File: config.mk
export PLATFORM = sky130hd
export DESIGN_NAME = alu_core
export DESIGN_NICKNAME = d
export VERILOG_FILES = /design/src/rtl/alu_pkg.sv /design/src/rtl/alu_shifter.sv /design/src/rtl/alu_core.sv
export SDC_FILE = /design/constraint.sdc
export NUM_CORES = 1
export LEC_CHECK = 0
export ABC_AREA = 1
export CAP_MARGIN = 20
export CELL_PAD_IN_SITES_DETAIL_PLACEMENT = 1
export CELL_PAD_IN_SITES_GLOBAL_PLACEMENT = 2
export CORE_MARGIN = 2
export CORE_UTILIZATION = 35
export DETAILED_ROUTE_END_ITERATION = 6
export PLACE_DENSITY_LB_ADDON = 0.15
export SYNTH_ARGS = -nofsm -noshare
export SYNTH_HDL_FRONTEND = slang
export SYNTH_SLANG_ARGS = --single-unit
File: constraint.sdc
create_clock -name clk -period 8.9 [get_ports clk]
set_input_delay 1.335 -clock clk [delete_from_list [all_inputs] [get_ports clk]]
set_output_delay 1.335 -clock clk [all_outputs]
set_load 0.03 [all_outputs]
File: src/rtl/alu_pkg.sv
// alu_pkg: shared encodings and sizing helpers for the v68k flag-maintaining ALU.
//   alu_op_e    operation codes (4 bits)
//   alu_state_e ALU sequencer states
//   ccr_t       condition code register payload {x, n, z, v, c}
//   size_msb()  sized MSB index for byte/word/long (11 treated as long)
//   size_mask() sized operand mask
//   is_shift()  true for the multi-cycle shift/rotate ops
package alu_pkg;

   localparam int unsigned ALU_W  = 32;
   localparam int unsigned OP_W   = 4;
   localparam int unsigned SIZE_W = 2;
   localparam int unsigned MSB_W  = 5;

   typedef enum logic [OP_W-1:0] {
      OP_ADD  = 4'd0,
      OP_ADDX = 4'd1,
      OP_SUB  = 4'd2,
      OP_SUBX = 4'd3,
      OP_CMP  = 4'd4,
      OP_AND  = 4'd5,
      OP_OR   = 4'd6,
      OP_EOR  = 4'd7,
      OP_NEG  = 4'd8,
      OP_ASL  = 4'd9,
      OP_ASR  = 4'd10,
      OP_LSL  = 4'd11,
      OP_LSR  = 4'd12,
      OP_ROL  = 4'd13,
      OP_ROR  = 4'd14,
      OP_NOP  = 4'd15
   } alu_op_e;

   typedef enum logic [1:0] {
      ST_IDLE  = 2'd0,
      ST_SHIFT = 2'd1,
      ST_DONE  = 2'd2
   } alu_state_e;

   typedef struct packed {
      logic x;
      logic n;
      logic z;
      logic v;
      logic c;
   } ccr_t;

   function automatic logic [MSB_W-1:0] size_msb(input logic [SIZE_W-1:0] size);
      case (size)
         2'b00:   return 5'd7;
         2'b01:   return 5'd15;
         default: return 5'd31;
      endcase
   endfunction

   function automatic logic [ALU_W-1:0] size_mask(input logic [SIZE_W-1:0] size);
      case (size)
         2'b00:   return 32'h0000_00FF;
         2'b01:   return 32'h0000_FFFF;
         default: return 32'hFFFF_FFFF;
      endcase
   endfunction

   function automatic logic is_shift(input logic [OP_W-1:0] op);
      return (op >= 4'(OP_ASL)) && (op <= 4'(OP_ROR));
   endfunction

endpackage

File: src/rtl/alu_shifter.sv
// alu_shifter: one-bit sized shift/rotate step.
//   value        current operand (bits above the sized field pass through)
//   op           ASL/ASR/LSL/LSR/ROL/ROR; any other op passes value through
//   size         00 byte, 01 word, 1x long
//   next_value   value after one step
//   bit_out      bit shifted/rotated out of the sized field
//   msb_changed  sized MSB differs between value and next_value
module alu_shifter
   import alu_pkg::*;
(
   input  logic [ALU_W-1:0]  value,
   input  alu_op_e           op,
   input  logic [SIZE_W-1:0] size,
   output logic [ALU_W-1:0]  next_value,
   output logic              bit_out,
   output logic              msb_changed
);

   logic [MSB_W-1:0] msb;
   logic [ALU_W-1:0] mask;
   logic [ALU_W-1:0] field;
   logic [ALU_W-1:0] shifted;
   logic             top;

   always_comb begin
      msb         = size_msb(size);
      mask        = size_mask(size);
      field       = value & mask;
      top         = value[msb];
      shifted     = field;
      bit_out     = 1'b0;
      case (op)
         OP_ASL, OP_LSL: begin
            shifted = field << 1;
            bit_out = top;
         end
         OP_ROL: begin
            shifted = (field << 1) | {{(ALU_W-1){1'b0}}, top};
            bit_out = top;
         end
         // Arithmetic right keeps the sign bit of the sized field
         OP_ASR: begin
            shifted = (field >> 1) | ({{(ALU_W-1){1'b0}}, top} << msb);
            bit_out = value[0];
         end
         OP_LSR: begin
            shifted = field >> 1;
            bit_out = value[0];
         end
         OP_ROR: begin
            shifted = (field >> 1) | ({{(ALU_W-1){1'b0}}, value[0]} << msb);
            bit_out = value[0];
         end
         default: ;
      endcase
      msb_changed = shifted[msb] ^ top;
      next_value  = (value & ~mask) | (shifted & mask);
   end

endmodule

File: src/rtl/alu_core.sv
// alu_core: sized integer ALU with persistent CCR and start/ready/done handshake.
//   clk, rst       clock, asynchronous active-high reset
//   start          request, accepted only while ready
//   op, size       operation (alu_op_e) and operand size
//   a, b, cnt      destination, source operand and shift count
//   ready          idle and able to accept start
//   done           one-cycle pulse, o and flags valid
//   o              result (bits above the sized field copy a)
//   x, n, z, v, c  condition code flags, held until the next completed op
module alu_core
   import alu_pkg::*;
#(
   parameter int unsigned WIDTH    = 32,
   parameter int unsigned CNT_BITS = 6
) (
   input  logic                clk,
   input  logic                rst,
   input  logic                start,
   input  logic [OP_W-1:0]     op,
   input  logic [SIZE_W-1:0]   size,
   input  logic [WIDTH-1:0]    a,
   input  logic [WIDTH-1:0]    b,
   input  logic [CNT_BITS-1:0] cnt,
   output logic                ready,
   output logic                done,
   output logic [WIDTH-1:0]    o,
   output logic                x,
   output logic                n,
   output logic                z,
   output logic                v,
   output logic                c
);

   alu_state_e          state, state_nx;
   alu_op_e             op_r;
   logic [SIZE_W-1:0]   size_r;
   logic [WIDTH-1:0]    a_r, b_r;
   logic [CNT_BITS-1:0] cnt_r;
   logic                shifted_r;
   logic                c_sh, v_sh;
   ccr_t                ccr, ccr_nx;
   logic [WIDTH-1:0]    res;

   logic [WIDTH-1:0]    sh_next;
   logic                sh_out, sh_chg;

   logic [MSB_W-1:0]    msb;
   logic [WIDTH-1:0]    mask;
   logic [WIDTH-1:0]    opd, ops, sized;
   logic [WIDTH:0]      wide;
   logic                cin, carry, d_msb, s_msb, r_zero;

   assign x = ccr.x;
   assign n = ccr.n;
   assign z = ccr.z;
   assign v = ccr.v;
   assign c = ccr.c;

   alu_shifter u_shifter (
      .value       (a_r),
      .op          (op_r),
      .size        (size_r),
      .next_value  (sh_next),
      .bit_out     (sh_out),
      .msb_changed (sh_chg)
   );

   // Sequencer state register; ready is registered from the next state
   always_ff @(posedge clk or posedge rst) begin
      if (rst) begin
         state <= ST_IDLE;
         ready <= 1'b1;
      end else begin
         state <= state_nx;
         ready <= (state_nx == ST_IDLE);
      end
   end

   // Next-state logic
   always_comb begin
      state_nx = state;
      case (state)
         ST_IDLE: begin
            if (start) begin
               state_nx = (is_shift(op) && (cnt != '0)) ? ST_SHIFT : ST_DONE;
            end
         end
         ST_SHIFT: begin
            if (cnt_r == CNT_BITS'(1)) begin
               state_nx = ST_DONE;
            end
         end
         ST_DONE:  state_nx = ST_IDLE;
         default:  state_nx = ST_IDLE;
      endcase
   end

   // Final result and CCR from the latched operands (or the shifted value)
   always_comb begin
      msb    = size_msb(size_r);
      mask   = size_mask(size_r);
      opd    = a_r & mask;
      ops    = b_r & mask;
      if (op_r == OP_NEG) begin
         opd = '0;
         ops = a_r & mask;
      end
      cin    = ((op_r == OP_ADDX) || (op_r == OP_SUBX)) ? ccr.x : 1'b0;
      if ((op_r == OP_ADD) || (op_r == OP_ADDX)) begin
         wide = {1'b0, opd} + {1'b0, ops} + {{WIDTH{1'b0}}, cin};
      end else begin
         wide = {1'b0, opd} - {1'b0, ops} - {{WIDTH{1'b0}}, cin};
      end
      // Carry/borrow emerges just above the sized MSB
      carry  = wide[6'(msb) + 6'd1];
      d_msb  = opd[msb];
      s_msb  = ops[msb];
      sized  = wide[WIDTH-1:0] & mask;
      ccr_nx = ccr;
      case (op_r)
         OP_ADD, OP_ADDX: begin
            ccr_nx.v = (d_msb == s_msb) && (sized[msb] != d_msb);
            ccr_nx.c = carry;
            ccr_nx.x = carry;
         end
         OP_SUB, OP_SUBX, OP_NEG, OP_CMP: begin
            ccr_nx.v = (d_msb != s_msb) && (sized[msb] != d_msb);
            ccr_nx.c = carry;
            if (op_r != OP_CMP) begin
               ccr_nx.x = carry;
            end
         end
         OP_AND, OP_OR, OP_EOR: begin
            case (op_r)
               OP_AND:  sized = a_r & b_r & mask;
               OP_OR:   sized = (a_r | b_r) & mask;
               default: sized = (a_r ^ b_r) & mask;
            endcase
            ccr_nx.v = 1'b0;
            ccr_nx.c = 1'b0;
         end
         OP_ASL, OP_ASR, OP_LSL, OP_LSR, OP_ROL, OP_ROR: begin
            sized    = a_r & mask;
            ccr_nx.v = v_sh;
            ccr_nx.c = c_sh;
            if (shifted_r && (op_r != OP_ROL) && (op_r != OP_ROR)) begin
               ccr_nx.x = c_sh;
            end
         end
         default: sized = a_r & mask;
      endcase
      r_zero   = (sized == '0);
      ccr_nx.n = sized[msb];
      // Extended ops only ever clear Z so multi-precision chains accumulate it
      if ((op_r == OP_ADDX) || (op_r == OP_SUBX)) begin
         ccr_nx.z = r_zero ? ccr.z : 1'b0;
      end else begin
         ccr_nx.z = r_zero;
      end
      if (op_r == OP_NOP) begin
         ccr_nx = ccr;
      end
      res = (op_r == OP_CMP) ? a_r : ((a_r & ~mask) | sized);
   end

   // Operand latch, shift stepping and result/flag registers
   always_ff @(posedge clk or posedge rst) begin
      if (rst) begin
         op_r      <= OP_ADD;
         size_r    <= '0;
         a_r       <= '0;
         b_r       <= '0;
         cnt_r     <= '0;
         shifted_r <= 1'b0;
         c_sh      <= 1'b0;
         v_sh      <= 1'b0;
         o         <= '0;
         ccr       <= '0;
         done      <= 1'b0;
      end else begin
         done <= 1'b0;
         case (state)
            ST_IDLE: begin
               if (start) begin
                  op_r      <= alu_op_e'(op);
                  size_r    <= size;
                  a_r       <= a;
                  b_r       <= b;
                  cnt_r     <= cnt;
                  shifted_r <= (cnt != '0);
                  c_sh      <= 1'b0;
                  v_sh      <= 1'b0;
               end
            end
            ST_SHIFT: begin
               a_r   <= sh_next;
               c_sh  <= sh_out;
               v_sh  <= v_sh | (sh_chg && (op_r == OP_ASL));
               cnt_r <= cnt_r - CNT_BITS'(1);
            end
            ST_DONE: begin
               o    <= res;
               ccr  <= ccr_nx;
               done <= 1'b1;
            end
            default: ;
         endcase
      end
   end

endmodule

* Word-level counts from Yosys, hierarchy flattened
Index checks and enable logic that the tools add are counted.
** Cells by class
- $add $sub $neg :: 6
- Multipliers :: 0
- Div/mod/pow operators :: 0
- $lt $le $gt $ge :: 4
- Eq/ne operators :: 29
- Shifts and indexed selects :: 2
- Multiplexer cells :: 43
- Bitwise logic cells :: 20
- Reduce and logical (&&, ||, !) cells :: 32
** Operators by type and width (count)
- bitwise AND 32 bit :: 9
- case mux 32 bit (2 select lines) :: 4
- case mux 32 bit (5 select lines) :: 1
- 2-to-1 mux 32 bit :: 4
- OR 32 bit :: 3
- OR 31 x 32 -> 32 bit :: 2
- << shifter 1 x 5 -> 32 bit :: 2
- adder 32 x 32 -> 33 bit :: 1
- adder 33 x 1 -> 33 bit :: 1
- 2-to-1 mux 33 bit :: 1
- subtractor 32 x 32 -> 33 bit :: 1
- subtractor 33 x 1 -> 33 bit :: 1
- equality test 4 bit (second input constant) :: 8
- zero test 32 bit :: 1
- NOT 32 bit :: 1
- OR 32 x 1 -> 32 bit :: 1
- bitwise XOR 32 bit :: 1
- binary-select mux 1 bit (select 5 bit) :: 6
- equality test 4 x 3 -> 1 bit (second input constant) :: 4
- 2-to-1 mux 1 bit :: 14
- case mux 6 bit (2 select lines) :: 1
- OR reduction 6 bit :: 2
- case mux 5 bit (2 select lines) :: 1
- OR reduction 3 bit :: 3
- other kinds (39) :: 63
** Storage, ports and cells
- Flip-flop bits (word level) :: 120
- Latch bits :: 0
- RAM bits :: 0
- Memory bits (read-only) :: 0
- Memories :: 0

* Longest topological paths before layout
- Depth in word-level cells :: 13
- Mapped depth :: 30

* Hierarchy
From an unflattened synthesis, not the netlist that was laid out.
** Second synthesis, totals
- Cell total of the unflattened synthesis :: 2495
- Area, all modules :: 14824.2 um2
** By module, submodules not included
- alu_core :: times used 1, cells an instance 2304, area each 13854.5 um2, sequential area each 3004.1 um2
- alu_shifter :: times used 1, cells an instance 191, area each 969.7 um2, sequential area each 0.0 um2

* Worst setup path before layout
Ideal clock, no wire load.
- Path type :: register to register
- Start point :: register op_r[3]
- End point :: register ccr, in the netlist z
- Library setup time :: 0.133 ns
- Arrival :: 3.504 ns
- Setup slack :: 5.263 ns
- Cell stages (with the launch flop) :: 28
- Path buffers :: 3
- Clock period less this slack :: 3.637 ns
- Path through :: dfrtp_1 -> inv_2 -> nor2_4 -> nand2_4 -> buf_2 -> clkbuf_1 -> clkbuf_1 -> o21ai_0 -> ha_1 -> inv_1 -> ha_1 -> nand2_1 -> nor2_1 -> inv_1 -> nor2_1 -> nand2_1 -> nand2_1 -> nand2_1 -> nand2_1 -> nor2_1 -> o21ai_0 -> nand2_1 -> nor2_1 -> nor2_1 -> nand2_1 -> nor2_1 -> nand3_1 -> a21oi_1
** Between the ends
- Cells in the longest elaborated chain, start to end :: 10
- Elaborated cells on any way between the ends :: 30
** RTL lines
- start: declaration :: RTL line alu_core.sv:35 : alu_op_e op_r;
- start signal: assignment :: RTL line alu_core.sv:185 : op_r <= alu_op_e'(op);
- equality test 4 bit (tied with other cells) :: RTL line alu_core.sv:104, alu_core.sv:120
- 2-to-1 mux 32 bit or logical OR 1 bit (tied branches) :: RTL line alu_core.sv:104, alu_core.sv:108, alu_core.sv:155
- subtractor 32 x 32 -> 33 bit (tied with other cells) :: RTL line alu_core.sv:112 : wide = {1'b0, opd} - {1'b0, ops} - {{WIDTH{1'b0}}, cin};
- subtractor 33 x 1 -> 33 bit or adder 33 x 1 -> 33 bit (tied branches) :: RTL line alu_core.sv:112, alu_core.sv:110
- 2-to-1 mux 33 bit :: RTL line alu_core.sv:109 : if ((op_r == OP_ADD) || (op_r == OP_ADDX)) begin
- bitwise AND 32 bit :: RTL line alu_core.sv:118 : sized = wide[WIDTH-1:0] & mask;
- case mux 32 bit (2 select lines) :: RTL line alu_core.sv:120 : case (op_r)
- zero test 32 bit :: RTL line alu_core.sv:152 : r_zero = (sized == '0);
- != test 2 bit (no line)
- AND reduction 3 bit (no line)
- end signal: assignment :: RTL line alu_core.sv:203 : ccr <= ccr_nx;
- end: declaration :: RTL line alu_core.sv:41 : ccr_t ccr, ccr_nx;
Parallel ways exist; a longest one is shown, timed or not.
A chain may end at the register's enable or synchronous reset.

* Worst setup path in the final report
- Start point :: register size_r[1]
- End point :: register ccr, in the netlist v
** Between the ends
- Cells in the longest elaborated chain, start to end :: 13
- Elaborated cells on any way between the ends :: 26
** RTL lines
- start: declaration :: RTL line alu_core.sv:36 : logic [SIZE_W-1:0] size_r;
- start signal: assignment :: RTL line alu_core.sv:186 : size_r <= size;
- equality test 2 x 1 -> 1 bit or zero test 2 bit (tied branches) :: RTL line alu_pkg.sv:49, alu_pkg.sv:57
- case mux 32 bit (2 select lines) :: RTL line alu_pkg.sv:57 : case (size)
- bitwise AND 32 bit (on tied branches) :: RTL line alu_core.sv:102, alu_core.sv:106, alu_core.sv:103
- 2-to-1 mux 32 bit :: RTL line alu_core.sv:104 : if (op_r == OP_NEG) begin
- subtractor 32 x 32 -> 33 bit or adder 32 x 32 -> 33 bit (tied branches) :: RTL line alu_core.sv:112, alu_core.sv:110
- subtractor 33 x 1 -> 33 bit or adder 33 x 1 -> 33 bit (tied branches) :: RTL line alu_core.sv:112, alu_core.sv:110
- 2-to-1 mux 33 bit :: RTL line alu_core.sv:109
- bitwise AND 32 bit :: RTL line alu_core.sv:118
- binary-select mux 1 bit (select 5 bit) :: RTL line alu_core.sv:122, alu_core.sv:127
- 2-to-1 mux 1 bit (not written as such) :: RTL line alu_core.sv:122, alu_core.sv:127
- != test 1 bit :: RTL line alu_core.sv:122, alu_core.sv:127
- logical AND 1 bit (on tied branches) :: RTL line alu_core.sv:127, alu_core.sv:122
- case mux 2 bit (4 select lines) (*) :: RTL line alu_core.sv:120
Every way passes the cells marked *; elsewhere a longest branch is shown, timed or not. The select of a mux whose other input is x is not followed.

==> flow_summary_export.csv <==
group,metric,value,unit
logic_synthesis,ys_async_sr_fraction,100,%
clock_network,clkTransAtPathRegs,0.06,ns
timing,slew_violations,0,
logic_synthesis,yosysWarningCount,0,
die,die_area,43500,µm²
logic_synthesis,synth.yosys.seq_area_share,20.5,%
critical_path,cpMostUsedCell,"sky130_fd_sc_hd__nand2_1",
logic_synthesis,synth-main-ff-cell,"sky130_fd_sc_hd__dfrtp_1",
min_path,min_delay_worst_type,"flop to flop",
global_route,antenna_found_initial,0,
clock_network,cts_h_tree_depth,4,
global_route,track_usage,31.0,%
global_route,grt_pass1_wl,103000,µm
global_route,grt_remaining_overflow,0,
critical_path,data_required_time_at_the_worst_endpoint,9.27,ns
timing,final-hold-violation-count,0,
clock_network,cts.sinks,120,
timing,min_period,5.75,ns
clock_network,cts_buffers,17,
global_route,first_global_vias,17400,
outcome,status,"complete, no violations",
logic_synthesis,postSynthAreaPerCell,5.95,µm²
finish,drive_gt1_share,3.14,%
die,die_width,208,µm
clock_network,clock_insertion_delay_worst_skew,0.45,ns
drt,drcViolationCount,0,
finish,filler_cell_count,5522,
timing,worst-slew-pin-transition,1.03,ns
die,fp.dieH,208,µm
timing,final_min_period_over_clock_period,64.6,%
clock_network,post_cts.repair.setup_buffers,0,
logic_synthesis,netlist_instances,2460,
finish,final_cell_mix,"sky130_fd_sc_hd__nand2_1 (657), sky130_fd_sc_hd__inv_1 (414), sky130_fd_sc_hd__nor2_1 (288)",
clock_network,ctsLongestPathBuffers,2,
finish,final_nets,2774,
critical_path,start_kind,"flop",
critical_path,timing.critical_path.fanout_max,42,
logic_synthesis,synth_edf_count,0,
drt,ratio_of_routed_vias_to_standard_cells,5.46,
timing,worst_hold_slack,0.481,ns
drt,drt_pass1_iterations,5,
clock_network,root_buffer_cell,"sky130_fd_sc_hd__clkbuf_16",
finish,multiInputGateArea,9700,µm²
critical_path,critical_path.max_stage_delay,0.83,ns
timing,clock.fmax,0.174,GHz
timing,setup_tns,0,ns
placement,dp_slack,3.22,ns
die,floorplan.initialDensity,35.7,%
timing,timing.final.ws_setup,3.15,ns
die,fp_rows,74,
timing,grt_setup_unrepaired,"no",
critical_path,crit_family,"simple AND/OR/NAND/NOR gates",
logic_synthesis,syn-num-nets,2700,
critical_path,crit_buf_inv,4,
finish,insertedDiodeCount,0,
clock_network,post_cts_resize_count,0,
logic_synthesis,syn_area,14600,µm²
timing,timing.final.setup_violations,0,
critical_path,worstPathArrival,6.12,ns
global_route,grt_max_degree,79,
placement,gp_weighted_congestion,0.930,
drt,drtAntennaViolNets,0,
timing,slew-limit-headroom,31.5,%
placement,numPortBuffers,117,
drt,wl_cell,21.8,µm
clock_network,holdBufCountCts,0,
critical_path,end_kind,"flop",
logic_synthesis,synth.ff_latch_count,120,
drt,first_iter_violations,1184,
drt,via_count,16800,
finish,sequential_cell_area,3000,µm²
die,io_pins,118,
flow_run,max_cap_violations,0,
placement,dp_hpwl,53900,µm
critical_path,slowest_stage,"sky130_fd_sc_hd__nor2_1",
die,core_region_area,41000,µm²
finish,layout_commonest_cell,"sky130_fd_sc_hd__nand2_1",
clock_network,cts_tree,"built",
critical_path,setup_crit_path_kind,"flop to flop",
drt,drt-total-wl,67200,µm
finish,area_growth_syn_to_layout,15.3,%
timing,fin_worst_skew,0.0123,ns
logic_synthesis,yosys.cell_types.count,47,
[area by class of cell]
class	count	area share, %
Multi-Input combinational cell	1833	57.5
Sequential cell	120	17.8
Inverter	425	9.49
Timing Repair Buffer	137	7.95
Tap cell	532	3.95
Clock buffer	18	2.54
Clock inverter	13	0.786
[worst paths after layout]
| path | slack [ns] | depth (start not counted) | startpoint | endpoint |
|---|---|---|---|---|
| setup / recovery | 3.15 | 25 | size_r[1]$_DFFE_PP0P_ | v$_DFFE_PP0P_ |
| hold / removal | 0.48 | 2 | o[9]$_DFFE_PP0P_ | o[9]$_DFFE_PP0P_ |
| setup reg to reg | 3.15 | 25 | size_r[1]$_DFFE_PP0P_ | v$_DFFE_PP0P_ |
| hold reg to reg | 0.48 | 2 | o[9]$_DFFE_PP0P_ | o[9]$_DFFE_PP0P_ |
| max in group asynchronous | 6.47 | 4 | rst | ready$_DFF_PP1_ |
| min in group asynchronous | 1.32 | 2 | rst | o[28]$_DFFE_PP0P_ |
[worst reg2reg max path, cell delays in order, from the launching register on]
cell                      delay (ns)
sky130_fd_sc_hd__dfrtp_1        0.36
sky130_fd_sc_hd__buf_4          0.28
sky130_fd_sc_hd__nor2_1         0.85
sky130_fd_sc_hd__inv_1          0.68
sky130_fd_sc_hd__nand3_1        0.24
sky130_fd_sc_hd__o21ai_0        0.15
sky130_fd_sc_hd__ha_1           0.42
sky130_fd_sc_hd__inv_1          0.11
sky130_fd_sc_hd__ha_1           0.36
sky130_fd_sc_hd__nand2_1        0.18
sky130_fd_sc_hd__inv_1          0.06
sky130_fd_sc_hd__nand2_1        0.06
sky130_fd_sc_hd__nand2_1        0.08
sky130_fd_sc_hd__a21oi_1        0.24
sky130_fd_sc_hd__nand2_2        0.16
sky130_fd_sc_hd__nand2_1        0.11
sky130_fd_sc_hd__nand2_1        0.11
sky130_fd_sc_hd__nand3_1        0.14
sky130_fd_sc_hd__nand2_1        0.06
sky130_fd_sc_hd__nand2_1        0.06
sky130_fd_sc_hd__nand3_1        0.22
sky130_fd_sc_hd__nand2_1        0.22
sky130_fd_sc_hd__nand2_1        0.08
sky130_fd_sc_hd__a21oi_1        0.14
sky130_fd_sc_hd__nand2_1        0.13
sky130_fd_sc_hd__a21oi_1        0.16
[metal layers]
metal / wire length, µm / GRT usage, % / part of all wire, %
met5: 0 / 0 / 0
met4: 1480 / 8.53 / 2.2
met3: 2860 / 3.18 / 4.2
met2: 30600 / 50.9 / 46
met1: 32300 / 43.3 / 48
[per-stage QoR]
stage               instance area, µm²  util [%]  instances
global placement                 16300      39.7       3046
finish                           16900      41.1       3078
floorplan                        14600         -       2460
detailed placement               16300      39.7       3046
CTS                              16800      41.1       3077
global route                     16900      41.1       3078
[cells by family after synthesis]
group | synth area share [%]
compound gates | 17.2
simple gates | 34.9
xor+xnor | 0.120
flops | 20.5
buf+inv | 13.3
fa+ha+maj | 14.0
[cell usage after synthesis, types with 8 or more instances]
library cell	number	area (µm²)
sky130_fd_sc_hd__nand2_1	657	2470
sky130_fd_sc_hd__inv_1	416	1560
sky130_fd_sc_hd__nor2_1	291	1090
sky130_fd_sc_hd__nand3_1	197	986
sky130_fd_sc_hd__o21ai_0	165	826
sky130_fd_sc_hd__ha_1	157	1960
sky130_fd_sc_hd__a21oi_1	124	621
sky130_fd_sc_hd__dfrtp_1	119	2980
sky130_fd_sc_hd__clkbuf_1	57	214
sky130_fd_sc_hd__o211ai_1	47	353
sky130_fd_sc_hd__o22ai_1	33	206
sky130_fd_sc_hd__nand4_1	29	181
sky130_fd_sc_hd__a31oi_1	25	156
sky130_fd_sc_hd__nor3_1	21	105
sky130_fd_sc_hd__o21bai_1	16	120
sky130_fd_sc_hd__buf_2	11	55.1
sky130_fd_sc_hd__buf_1	8	30.0
sky130_fd_sc_hd__nand3b_1	8	60.1
Power is not shown: default switching activity piles up to over one toggle a cycle in this logic, so the estimate is an artifact.
